File: src/rtl/hanoi_pkg.sv
// Shared types and helpers for the Tower of Hanoi move generator.
package hanoi_pkg;

    typedef logic [1:0] rod_t;

    localparam rod_t ROD0 = 2'd0;
    localparam rod_t ROD1 = 2'd1;
    localparam rod_t ROD2 = 2'd2;

    typedef enum logic [1:0] {
        IDLE = 2'd0,
        RUN  = 2'd1,
        DONE = 2'd2
    } solver_state_e;

    // For an even disk count the natural sequence lands on rod 1;
    // exchanging rods 1 and 2 retargets it onto rod 2.
    function automatic rod_t swap12(input rod_t r);
        case (r)
            ROD1:    return ROD2;
            ROD2:    return ROD1;
            default: return r;
        endcase
    endfunction

    // Sum of two residues (each 0..2), reduced mod 3.
    function automatic logic [1:0] mod3_add(input logic [1:0] a, input logic [1:0] b);
        logic [2:0] s;
        s = {1'b0, a} + {1'b0, b};
        return (s >= 3'd3) ? 2'(s - 3'd3) : s[1:0];
    endfunction

endpackage

File: src/rtl/hanoi_mod3.sv
// Combinational W-bit unsigned modulo 3.
// Since 4 == 1 (mod 3), the value mod 3 equals the sum of its base-4 digits
// mod 3; the digits are folded pairwise in a balanced tree.
module hanoi_mod3
    import hanoi_pkg::*;
#(
    parameter int W = 5
) (
    input  logic [W-1:0] x,
    output logic [1:0]   y
);

    localparam int N    = (W + 1) / 2;     // base-4 digits
    localparam int LVLS = $clog2(N);       // tree depth
    localparam int NP   = 1 << LVLS;       // digits padded to a power of two

    logic [2*NP-1:0] xp;

    assign xp = (2*NP)'(x);

    genvar gi, gj;
    generate
        for (gi = 0; gi <= LVLS; gi++) begin : g_lvl
            localparam int CNT = NP >> gi;
            logic [1:0] r [CNT];
            if (gi == 0) begin : g_leaf
                for (gj = 0; gj < CNT; gj++) begin : g_dig
                    // A single digit of value 3 is already 0 mod 3.
                    assign r[gj] = (xp[2*gj +: 2] == 2'd3) ? 2'd0 : xp[2*gj +: 2];
                end
            end else begin : g_node
                for (gj = 0; gj < CNT; gj++) begin : g_add
                    assign r[gj] = mod3_add(g_lvl[gi-1].r[2*gj], g_lvl[gi-1].r[2*gj+1]);
                end
            end
        end
    endgenerate

    assign y = g_lvl[LVLS].r[0];

endmodule

File: src/rtl/hanoi_solver.sv
// Tower of Hanoi optimal move generator (S disks, rod 0 -> rod 2).
// Move k is decoded directly from the move index:
//   from = (k & (k-1)) mod 3, to = ((k | (k-1)) + 1) mod 3, rods 1/2 swapped for even S.
// Optional build macro HANOI_SOLVER_CHECK_EN adds a shadow puzzle model that
// raises a sticky 'illegal' flag on any rule violation or wrong final state.
module hanoi_solver
    import hanoi_pkg::*;
#(
    parameter int S = 4
) (
    input  logic         clk,
    input  logic         rst,
    input  logic         start,
    input  logic         mv_ready,
    output logic         mv_valid,
    output logic [1:0]   mv_fr,
    output logic [1:0]   mv_to,
    output logic         busy,
    output logic         done,
    output logic [S-1:0] move_cnt,
    output logic         illegal
);

    localparam int         W      = S + 1;
    localparam logic [S-1:0] K_LAST = '1;

    solver_state_e state_q, state_d;
    logic [S-1:0]  k_q, k_d;
    logic [S-1:0]  move_cnt_q, move_cnt_d;
    logic          hs;
    logic          restart;

    logic [W-1:0]  k_ext, km1_ext, f_raw, t_raw;
    logic [1:0]    f_mod, t_mod;
    rod_t          fr_rod, to_rod;

    assign k_ext   = {1'b0, k_q};
    assign km1_ext = k_ext - W'(1);
    assign f_raw   = k_ext & km1_ext;
    assign t_raw   = (k_ext | km1_ext) + W'(1);

    hanoi_mod3 #(.W(W)) u_mod3_f (.x(f_raw), .y(f_mod));
    hanoi_mod3 #(.W(W)) u_mod3_t (.x(t_raw), .y(t_mod));

    assign mv_valid = (state_q == RUN);
    assign busy     = (state_q == RUN);
    assign done     = (state_q == DONE);
    assign move_cnt = move_cnt_q;
    assign hs       = mv_valid & mv_ready;
    assign restart  = start & ((state_q == IDLE) | (state_q == DONE));

    // Rod decode with even-S retarget; outputs parked at rod 0 when no move is offered.
    always_comb begin
        fr_rod = f_mod;
        to_rod = t_mod;
        if ((S % 2) == 0) begin
            fr_rod = swap12(f_mod);
            to_rod = swap12(t_mod);
        end
        mv_fr = mv_valid ? fr_rod : ROD0;
        mv_to = mv_valid ? to_rod : ROD0;
    end

    // Next-state logic: start launches a solve, each handshake advances k.
    always_comb begin
        state_d    = state_q;
        k_d        = k_q;
        move_cnt_d = move_cnt_q;
        case (state_q)
            IDLE, DONE: begin
                if (start) begin
                    state_d    = RUN;
                    k_d        = S'(1);
                    move_cnt_d = '0;
                end
            end
            RUN: begin
                if (hs) begin
                    move_cnt_d = move_cnt_q + S'(1);
                    // The last move exits RUN instead of incrementing, so k never wraps.
                    if (k_q == K_LAST) begin
                        state_d = DONE;
                    end else begin
                        k_d = k_q + S'(1);
                    end
                end
            end
            default: state_d = IDLE;
        endcase
    end

    // State, move index and accepted-move counter registers.
    always_ff @(posedge clk or posedge rst) begin
        if (rst) begin
            state_q    <= IDLE;
            k_q        <= S'(1);
            move_cnt_q <= '0;
        end else begin
            state_q    <= state_d;
            k_q        <= k_d;
            move_cnt_q <= move_cnt_d;
        end
    end

`ifdef HANOI_SOLVER_CHECK_EN
    logic [S-1:0] rod_q [3];
    logic [S-1:0] rod_d [3];
    logic         illegal_q, illegal_d;
    logic [S-1:0] src, tgt, mv_bit, tgt_low;

    // Shadow puzzle: move the smallest disk of the source rod, flag rule breaks.
    always_comb begin
        src = '0;
        tgt = '0;
        for (int i = 0; i < 3; i++) begin
            if (rod_t'(i) == fr_rod) src = rod_q[i];
            if (rod_t'(i) == to_rod) tgt = rod_q[i];
        end
        mv_bit  = src & (~src + S'(1));
        tgt_low = tgt & (~tgt + S'(1));
        for (int i = 0; i < 3; i++) rod_d[i] = rod_q[i];
        illegal_d = illegal_q;
        if (restart) begin
            rod_d[0]  = '1;
            rod_d[1]  = '0;
            rod_d[2]  = '0;
            illegal_d = 1'b0;
        end else if (hs) begin
            if (src == '0) illegal_d = 1'b1;
            if ((tgt != '0) && (mv_bit > tgt_low)) illegal_d = 1'b1;
            for (int i = 0; i < 3; i++) begin
                if (rod_t'(i) == fr_rod) rod_d[i] = rod_d[i] & ~mv_bit;
                if (rod_t'(i) == to_rod) rod_d[i] = rod_d[i] | mv_bit;
            end
        end else if ((state_q == DONE) && (rod_q[2] != '1)) begin
            illegal_d = 1'b1;
        end
    end

    // Shadow rod maps and sticky error flag.
    always_ff @(posedge clk or posedge rst) begin
        if (rst) begin
            rod_q[0]  <= '1;
            rod_q[1]  <= '0;
            rod_q[2]  <= '0;
            illegal_q <= 1'b0;
        end else begin
            for (int i = 0; i < 3; i++) rod_q[i] <= rod_d[i];
            illegal_q <= illegal_d;
        end
    end

    assign illegal = illegal_q;
`else
    assign illegal = 1'b0;
`endif

endmodule

File: config.mk
export PLATFORM = sky130hd
export DESIGN_NAME = hanoi_solver
export DESIGN_NICKNAME = d
export VERILOG_FILES = /design/src/rtl/hanoi_pkg.sv /design/src/rtl/hanoi_mod3.sv /design/src/rtl/hanoi_solver.sv
export SDC_FILE = /design/constraint.sdc
export NUM_CORES = 1
export LEC_CHECK = 0
export ABC_AREA = 1
export CAP_MARGIN = 0
export CORE_AREA = 2 2 53 55
export DETAILED_ROUTE_END_ITERATION = 12
export DIE_AREA = 0 0 55 57
export MAX_ROUTING_LAYER = met4
export PLACE_DENSITY = 0.76
export SETUP_SLACK_MARGIN = 0.3
export SLEW_MARGIN = 20
export SYNTH_ARGS = -nofsm -noshare
export SYNTH_HDL_FRONTEND = slang
export SYNTH_HIERARCHICAL = 1
export SYNTH_SLANG_ARGS = --single-unit
File: constraint.sdc
create_clock -name clk -period 11 [get_ports clk]
set_input_delay 2.2 -clock clk [delete_from_list [all_inputs] [get_ports clk]]
set_output_delay 2.2 -clock clk [all_outputs]
set_load 0.01 [all_outputs]
## Yosys cells after proc, flatten, opt, wreduce, memory -nomap -nowiden

Cells that the tools add are included.

| operators by class | value |
|---|---|
| mux-type cells | 25 |
| equal/unequal tests | 15 |
| div/mod/pow operators | 0 |
| shift-type cells | 0 |
| bitwise gates (word level) | 3 |
| reduce and logical (&&, ||, !) cells | 6 |
| order comparisons | 6 |
| multipliers | 0 |
| $add $sub $neg | 14 |

Operators with widths:

| cell | count |
|---|---|
| two-way mux 2 bit | 15 |
| two-way mux 4 bit | 5 |
| one-hot mux 4 bit (2 select lines) | 2 |
| equality test 2 bit, second input constant | 7 |
| adder 2 x 2 -> 3 bit | 4 |
| >= comparator 3 x 2 -> 1 bit, second input constant | 4 |
| one-hot mux 2 bit (2 select lines) | 3 |
| adder 4 x 1 -> 4 bit, second input constant | 2 |
| subtractor 2 bit, second input constant | 4 |
| equality test 2 x 1 -> 1 bit, second input constant | 3 |
| AND reduction 3 bit | 2 |
| adder 5 x 1 -> 5 bit, second input constant | 1 |
| AND 4 x 5 -> 5 bit | 1 |
| OR 4 x 5 -> 5 bit | 1 |
| subtractor 4 x 1 -> 5 bit, second input constant | 1 |
| equality test 4 bit, second input constant | 1 |
| >= comparator 1 x 2 -> 1 bit, second input constant | 2 |
| != test 2 x 1 -> 1 bit, second input constant | 2 |
| != test 2 bit, second input constant | 2 |
| AND reduction 4 bit | 1 |
| subtractor 1 x 2 -> 2 bit, second input constant | 2 |
| logical NOT 2 bit | 1 |
| nonzero test 2 bit | 1 |
| OR reduction 2 bit | 1 |
| AND 1 bit | 1 |

| word-level totals | value |
|---|---|
| register bits | 10 |
| word-level logic and storage cells | 72 |
| memories kept | 0 |
| memory bits (writable) | 0 |
| memory bits (read-only) | 0 |
| input port bits | 4 |
| latch bits | 0 |

## Depth between registers and ports, before layout

| logic depth | value |
|---|---|
| depth after elaboration | 14 |
| gate-level depth with buffers | 21 |
| gate-level depth less buffers | 21 |

## By module

The synthesis kept the hierarchy.

By module, submodules not included:

| module | cells each | area each (sq um) | sequential area each (sq um) | instances |
|---|---|---|---|---|
| hanoi_solver | 110 | 812.0 | 251.5 | 1 |
| hanoi_mod3 | 34 | 210.2 | 0.0 | 2 |

## Least setup slack after synthesis

No wires, ideal clock.

| path | value |
|---|---|
| path type | flip-flop to output port |
| start point | reg k_q[0] |
| end point | out mv_to[1] |
| setup slack | 5.061 ns |
| arrival | 3.739 ns |
| path buffers | 0 |
| cell stages (with the launch flop) | 18 |
| cells stage by stage | dfstp_2 -> inv_1 -> ha_1 -> nor2_1 -> xor2_1 -> nor2_1 -> fa_1 -> ha_1 -> o21ai_0 -> nand2_1 -> ha_1 -> inv_1 -> fa_1 -> xnor2_1 -> inv_1 -> ha_1 -> o21ai_1 -> a21oi_1 |

| between the ends | value |
|---|---|
| word-level cells in the longest chain between the ends | 14 |
| elaborated cells on any way between the ends | 22 |
| those cells by class | add/sub (7); order compare (3); eq/ne (4); mux (7); bitwise (1) |

Ends and longest elaborated chain:

| what | line | source |
|---|---|---|
| from (decl) | hanoi_solver.sv:28 | `logic [S-1:0] k_q, k_d;` |
| from (signal assigned) | hanoi_solver.sv:100 | `k_q <= k_d;` |
| subtractor 4 x 1 -> 5 bit | hanoi_solver.sv:38 | `assign km1_ext = k_ext - W'(1);` |
| OR 4 x 5 -> 5 bit * | hanoi_solver.sv:40 | `assign t_raw = (k_ext \| km1_ext) + W'(1);` |
| adder 5 x 1 -> 5 bit * | hanoi_solver.sv:40 |  |
| net t_raw[2] | hanoi_solver.sv:33 | `logic [W-1:0] k_ext, km1_ext, f_raw, t_raw;` |
| equality test 2 bit | hanoi_mod3.sv:29 | `assign r[gj] = (xp[2*gj +: 2] == 2'd3) ? 2'd0 : xp[2*gj +: 2];` |
| two-way mux 2 bit * | hanoi_mod3.sv:29 |  |
| adder 2 x 2 -> 3 bit * | hanoi_pkg.sv:29 | `s = {1'b0, a} + {1'b0, b};` |
| >= comparator 3 x 2 -> 1 bit or subtractor 2 bit (tied branches) | hanoi_pkg.sv:30 | `return (s >= 3'd3) ? 2'(s - 3'd3) : s[1:0];` |
| two-way mux 2 bit * | hanoi_pkg.sv:30 |  |
| adder 2 x 2 -> 3 bit * | hanoi_pkg.sv:29 |  |
| >= comparator 3 x 2 -> 1 bit or subtractor 2 bit (tied branches) | hanoi_pkg.sv:30 |  |
| two-way mux 2 bit * | hanoi_pkg.sv:30 |  |
| net t_mod[0] | hanoi_solver.sv:34 | `logic [1:0] f_mod, t_mod;` |
| equality test 2 bit or equality test 2 x 1 -> 1 bit (tied branches) | hanoi_pkg.sv:19 | `case (r)` |
| one-hot mux 2 bit (2 select lines) * | hanoi_pkg.sv:19 |  |
| two-way mux 2 bit * | hanoi_solver.sv:61 | `mv_to = mv_valid ? to_rod : ROD0;` |
| to (decl) | hanoi_solver.sv:17 | `output logic [1:0] mv_to,` |

The timed path passes the listed nets; every way through them passes the cells marked *.

## Worst setup path in the final report

| path | value |
|---|---|
| start point | reg k_q[0] |
| end point | out mv_to[0] |

Same word-level chain as after synthesis.

==> flow_metrics.tcl <==
set metrics [dict create \
    clk_pin_slew_ns 0.06 \
    synth_top_area_share_pct 18.3 \
    grt.overflow.total 0 \
    synth-adder-area-share_pct 22.7 \
    synth_area_leaders "dfrtp_1 (18%), ha_1 (16%), nand2_1 (12%), inv_1 (9.4%), fa_1 (6.5%)" \
    drt-vias-per-instance 4.63 \
    clock_sinks 10 \
    critPathLaunch "k_q[0]$_DFFE_PP1P_" \
    drt_iter0_drc 16 \
    ant_nets 0 \
    skew_ns 0.00595 \
    synthXorXnorAreaFrac_pct 3.55 \
    yosys.area_share.simple_pct 30.2 \
    grt_max_degree 15 \
    cts_root_buf "clkbuf_4" \
    totalNegativeSetupSlack_ns 0 \
    arrival_ns 4.69 \
    hold_class "reg -> reg" \
    track_usage_pct 16.4 \
    numCtsBuffers 3 \
    grt_pass1_wl_um 3800 \
    final_cell_mix "nand2_1 (39), inv_1 (31), ha_1 (16)" \
    final_max_slew_viol_count 0 \
    holdPathStages 2 \
    die_x_um 55 \
    rr_startpoint "k_q[0]$_DFFE_PP1P_" \
    critPathKind "reg -> out" \
    start_util_pct 47.1 \
    synth_top_family_by_area "simple AND/OR/NAND/NOR gates" \
    finalCriticalPeriod_ns 6.89 \
    nets 222 \
    synth-warning-count 6 \
    critPathLaunchType "flip-flop" \
    ys_seq_area_share_pct 20.4 \
    clkLatencyLatePin_ns 0.27 \
    synth.avg_cell_area_um2 6.92 \
    grt_pass1_vias 939 \
    ff2ff_path_depth 6 \
    dr.pass1.iters 4 \
    syn-cell-area_mm2 0.00123 \
    gp_congestion 0.744 \
    area_growth_pct 16.2 \
    hold_start "k_q[0]$_DFFE_PP1P_" \
    routed_wirelength_um 2060 \
    wire_per_inst_um 9.01 \
    fillers 261 \
    cp.required_ns 8.80 \
    diodes 0 \
    post_cts_resized 0 \
    dieHeight_um 57 \
    rsz0062_at_grt "false" \
    die_area_mm2 0.00314 \
    ys_ff_latch 10 \
    cts.htree.levels 1 \
    r2r_end "state_q[0]$_DFFE_PP0P_" \
    syn_inst 178 \
    drive_above_1_share_pct 10.2 \
    core-area_mm2 0.00262 \
    cp_max_fo 7 \
    synth-compound-area-share_pct 8.63 \
    worstHoldEndpoint "k_q[0]$_DFFE_PP1P_" \
    rows 19 \
    dp_hpwl_um 1730 \
    hold_violations 0 \
    grt_antenna_before_repair 0 \
    routed-via-count 1055 \
    synthDistinctLibCells 25 \
    final_common_cell "nand2_1" \
    drv_cap 0 \
    synth_largest_area_cell "dfrtp_1" \
    cts_setup_buffers 0 \
    io_buffers 14 \
    muxShareOfSynthArea_pct 0.812 \
    max_freq_ghz 0.145 \
    holdBufCountCts 0 \
    ios 16 \
    clockBufferDepth 2 \
    setup_viol 0 \
    drc_errors 0 \
    end_kind "output pin" \
    cts_tree "yes" \
    status "completed" \
    finalCritPeriodShare_pct 62.6 \
    reg2reg_setup_slack_ns 9.53 \
]
area by class of cell:
class / count / area [um2] / area share [%]
Tap cell: 31 / 38.8 / 2.71
Inverter: 35 / 131 / 9.17
Clock buffer: 4 / 36.3 / 2.53
Timing Repair Buffer: 14 / 140 / 9.78
Sequential cell: 10 / 251 / 17.6
Multi-Input combinational cell: 134 / 835 / 58.3
cells in the mapped netlist, drive strengths merged:
library cell / number
xnor2: 3
inv: 35
ha: 16
nand2: 46
xor2: 2
nor2: 19
o22ai: 1
dfrtp: 9
conb: 1
fa: 4
and3: 1
dfstp: 1
buf: 4
nand4: 3
a21oi: 8
or2: 1
o21ai: 12
mux2i: 1
nand3: 11
worst max-delay path by stage:
stage / cells after the start / to / slack (ns)
after global placement: 19 / mv_to[0] / 4.49
final: 18 / mv_to[0] / 4.11
after floorplan: 17 / mv_to[1] / 5.06
after detailed placement: 18 / mv_to[0] / 4.40
after global routing: 19 / mv_to[0] / 3.68
after CTS: 18 / mv_to[0] / 4.09
metal layers:
metal / track usage, % / vias to the layer above / part of all wire, %
li1: - / 587 / -
met1: 22.2 / 455 / 48
met2: 25.0 / 11 / 49
met3: 3.93 / 2 / 2.5
met4: 3.14 / 0 / 0.39
met5: - / - / 0
metrics by stage:
stage | area [um2] | instances | setup slack, ns | util (%) | hold slack [ns]
after floorplan | 1250 | 183 | 5.06 | - | 0.504
after global placement | 1400 | 224 | 4.49 | 53.4 | 0.522
after detailed placement | 1400 | 224 | 4.40 | 53.4 | 0.533
after CTS | 1430 | 228 | 4.09 | 54.8 | 0.545
after global routing | 1430 | 228 | 3.68 | 54.8 | 0.565
final | 1430 | 228 | 4.11 | 54.8 | 0.543
critical path, cell delays in order (launching register included):
cell and delay, ns:
dfstp_2 0.58, inv_1 0.05, ha_1 0.21, nor2_1 0.11, xor2_1 0.19, nor2_1 0.10
fa_1 0.55, ha_1 0.25, o21ai_0 0.16, nand2_1 0.08, ha_1 0.30, inv_1 0.05
fa_1 0.40, xnor2_1 0.21, inv_1 0.08, ha_1 0.33, o21ai_1 0.07, a21oi_1 0.13
clkdlybuf4s50_1 0.55
flip-flops by register name, indices dropped and copies added (netlist names):
name,count
k_q,4
move_cnt,4
state_q,2
cell families after synthesis:
group           count (synthesis)
mux                             1
flops                          10
xor+xnor                        5
buf+inv                        39
fa+ha+maj                      20
other cells                     1
compound gates                 21
simple gates                   81
Power is not shown: default switching activity piles up to over one toggle a cycle in this logic, so the estimate is an artifact.
==> variant, RTL diff (same settings) <==
The parameter `S` goes from 4 to 2.
--- a/src/rtl/hanoi_solver.sv
+++ b/src/rtl/hanoi_solver.sv
@@ -6,7 +6,7 @@
 module hanoi_solver
     import hanoi_pkg::*;
 #(
-    parameter int S = 4
+    parameter int S = 2
 ) (
     input  logic         clk,
     input  logic         rst,
Ports: changed (resized move_cnt); port bits go from 16 to 14. No check against the original RTL was run, so the function may have changed too.
==> variant against the unedited design <==
  * Routed wire length decreased by 49%
  * Register-to-register slack better by 0.13 ns
  * Via count fell by 42%
  * Synthesized area is 44% lower
  * Worst setup slack gained 1.3 ns
  * Hold slack lost 0.036 ns
  * Sequential cell count shrank 4
  * Final area shrank 39%
  * Count of clock-buffer cells in the layout is the same
  * Critical endpoint is now mv_to[1]
  * Highest routed layer unchanged
Power is not shown: default switching activity piles up to over one toggle a cycle in this logic, so the estimate is an artifact.
==> variant: results (changes against the unedited design) <==
- Pin count of the biggest net entering global routing: 9 (-6)
- Initial DRC Count: 3 (-13)
* Half-perimeter wire length after detailed placement: 860 um (-50%)
- Critical path fanouts, max: 6 (-1)
- The total iterations of the first detailed-routing run was 2 (-2).
- Number of fill cells in the layout: 298 (+14%)
- The part of the Yosys area used for sequential elements is 0.219 (+0.0151).
- H-Tree Depth: 1 (unchanged)
- The global routing usage on met2 was 0.105 (-0.145).
- The count of buffers added by post-CTS timing repair for setup is 0 (unchanged).
* Most frequent cells after synthesis: sky130_fd_sc_hd__nand2_1, sky130_fd_sc_hd__inv_1, sky130_fd_sc_hd__ha_1
- Drt total wl: 1050 um (-49%)
- The combined global-route utilization of all metal layers came to 0.0724 (-0.0912).
* Count of different cell masters after synthesis: 19 (-24%)
* Fraction of layout cells with a size suffix above 1: 0.0678 (-0.0337)
* Net count of the finished layout: 137 (-38%)
- For this run, the leading register cell type out of synthesis is sky130_fd_sc_hd__dfrtp_1.
- The final estimated routing congestion in global placement came to 0.786 (+5.7%).
- The worst-case clock skew is 0.00502 ns (-0.000927 ns).
* Clock transition at path regs: 0.04 ns (-0.02 ns)
* Global-route wire length before repair: 1640 um (-57%)
- Outcome: finished, final reports clean
- Synth area leaders: sky130_fd_sc_hd__ha_1, sky130_fd_sc_hd__dfrtp_1, sky130_fd_sc_hd__nand2_1
- Total of buffers placed on input and output ports: 12 (-2)
- Worst endpoint data arrival time: 3.38 ns (-1.31 ns)
* Met1 Track Usage GR: 0.0906 (-0.131)
- The number of gates given a new drive strength after cts was 0 (unchanged).
- Pre-CTS setup slack: 5.67 ns (+1.26 ns)
- The detail-routed via count per cell is 4.11 (-11%).
* Clock latency reported for the late side of the worst-skew pair: 0.24 ns (-0.03 ns)
- Via count of the first global-routing pass: 452 (-52%)
- Met3 Use GR: 0.0314 (-0.00785)
- Initial antenna violation count: 0 (unchanged)
variant: cell type report:
cell class,instances,area [um2],area share
sequential,6,151,0.172
tap,31,38.8,0.0441
multi-input combinational,74,460,0.523
inverter,22,82.6,0.0939
timing repair buffer,12,120,0.137
clock buffer,4,26.3,0.0299
variant: path summary, 6_finish.rpt:
path                                     from                 endpoint  slack [ns]  cells past startpoint
setup / recovery           k_q[0]$_DFFE_PP1P_                 mv_to[1]        5.42                     13
hold / removal             k_q[0]$_DFFE_PP1P_       k_q[0]$_DFFE_PP1P_        0.51                      2
setup reg to reg           k_q[1]$_DFFE_PP0P_       k_q[1]$_DFFE_PP0P_        9.66                      5
hold reg to reg            k_q[0]$_DFFE_PP1P_       k_q[0]$_DFFE_PP1P_        0.51                      2
max in group asynchronous                 rst       k_q[0]$_DFFE_PP1P_        8.58                      2
min in group asynchronous                 rst  move_cnt[1]$_DFFE_PP0P_        2.17                      2
variant: logic make-up (layout without fill, tap and decap cells):
logic type | count (synthesis) | after routing | synth area share
other | 1 | 6 | 0.00543
adder cells (fa/ha/maj) | 14 | 14 | 0.275
AND/OR/NAND/NOR | 40 | 40 | 0.252
AO/OA/AOI/OAI | 13 | 13 | 0.0942
XOR/XNOR | 1 | 1 | 0.0127
buffers and inverters | 24 | 38 | 0.141
flip-flops | 6 | 6 | 0.219
variant: metal layers:
layer | routed length, um | part of all wire | vias up
met2 | 477 | 0.45 | 17
met3 | 51 | 0.048 | 2
met5 | 0 | 0 | -
met4 | 6 | 0.0057 | 0
met1 | 519 | 0.49 | 259
li1 | - | - | 334
variant: tightest hold or removal path, cell delays in order (launching register included):
cell	delay [ns]
sky130_fd_sc_hd__dfstp_2	0.39
sky130_fd_sc_hd__nand2_1	0.07
sky130_fd_sc_hd__nand2_1	0.04
variant: stage by stage:
| stage | hold slack, ns | area [um2] | instances |
|---|---|---|---|
| global route | 0.525 | 880 | 149 |
| CTS | 0.510 | 880 | 149 |
| global placement | 0.501 | 853 | 145 |
| detailed placement | 0.502 | 853 | 145 |
| floorplan | 0.477 | 709 | 104 |
| finish | 0.507 | 880 | 149 |
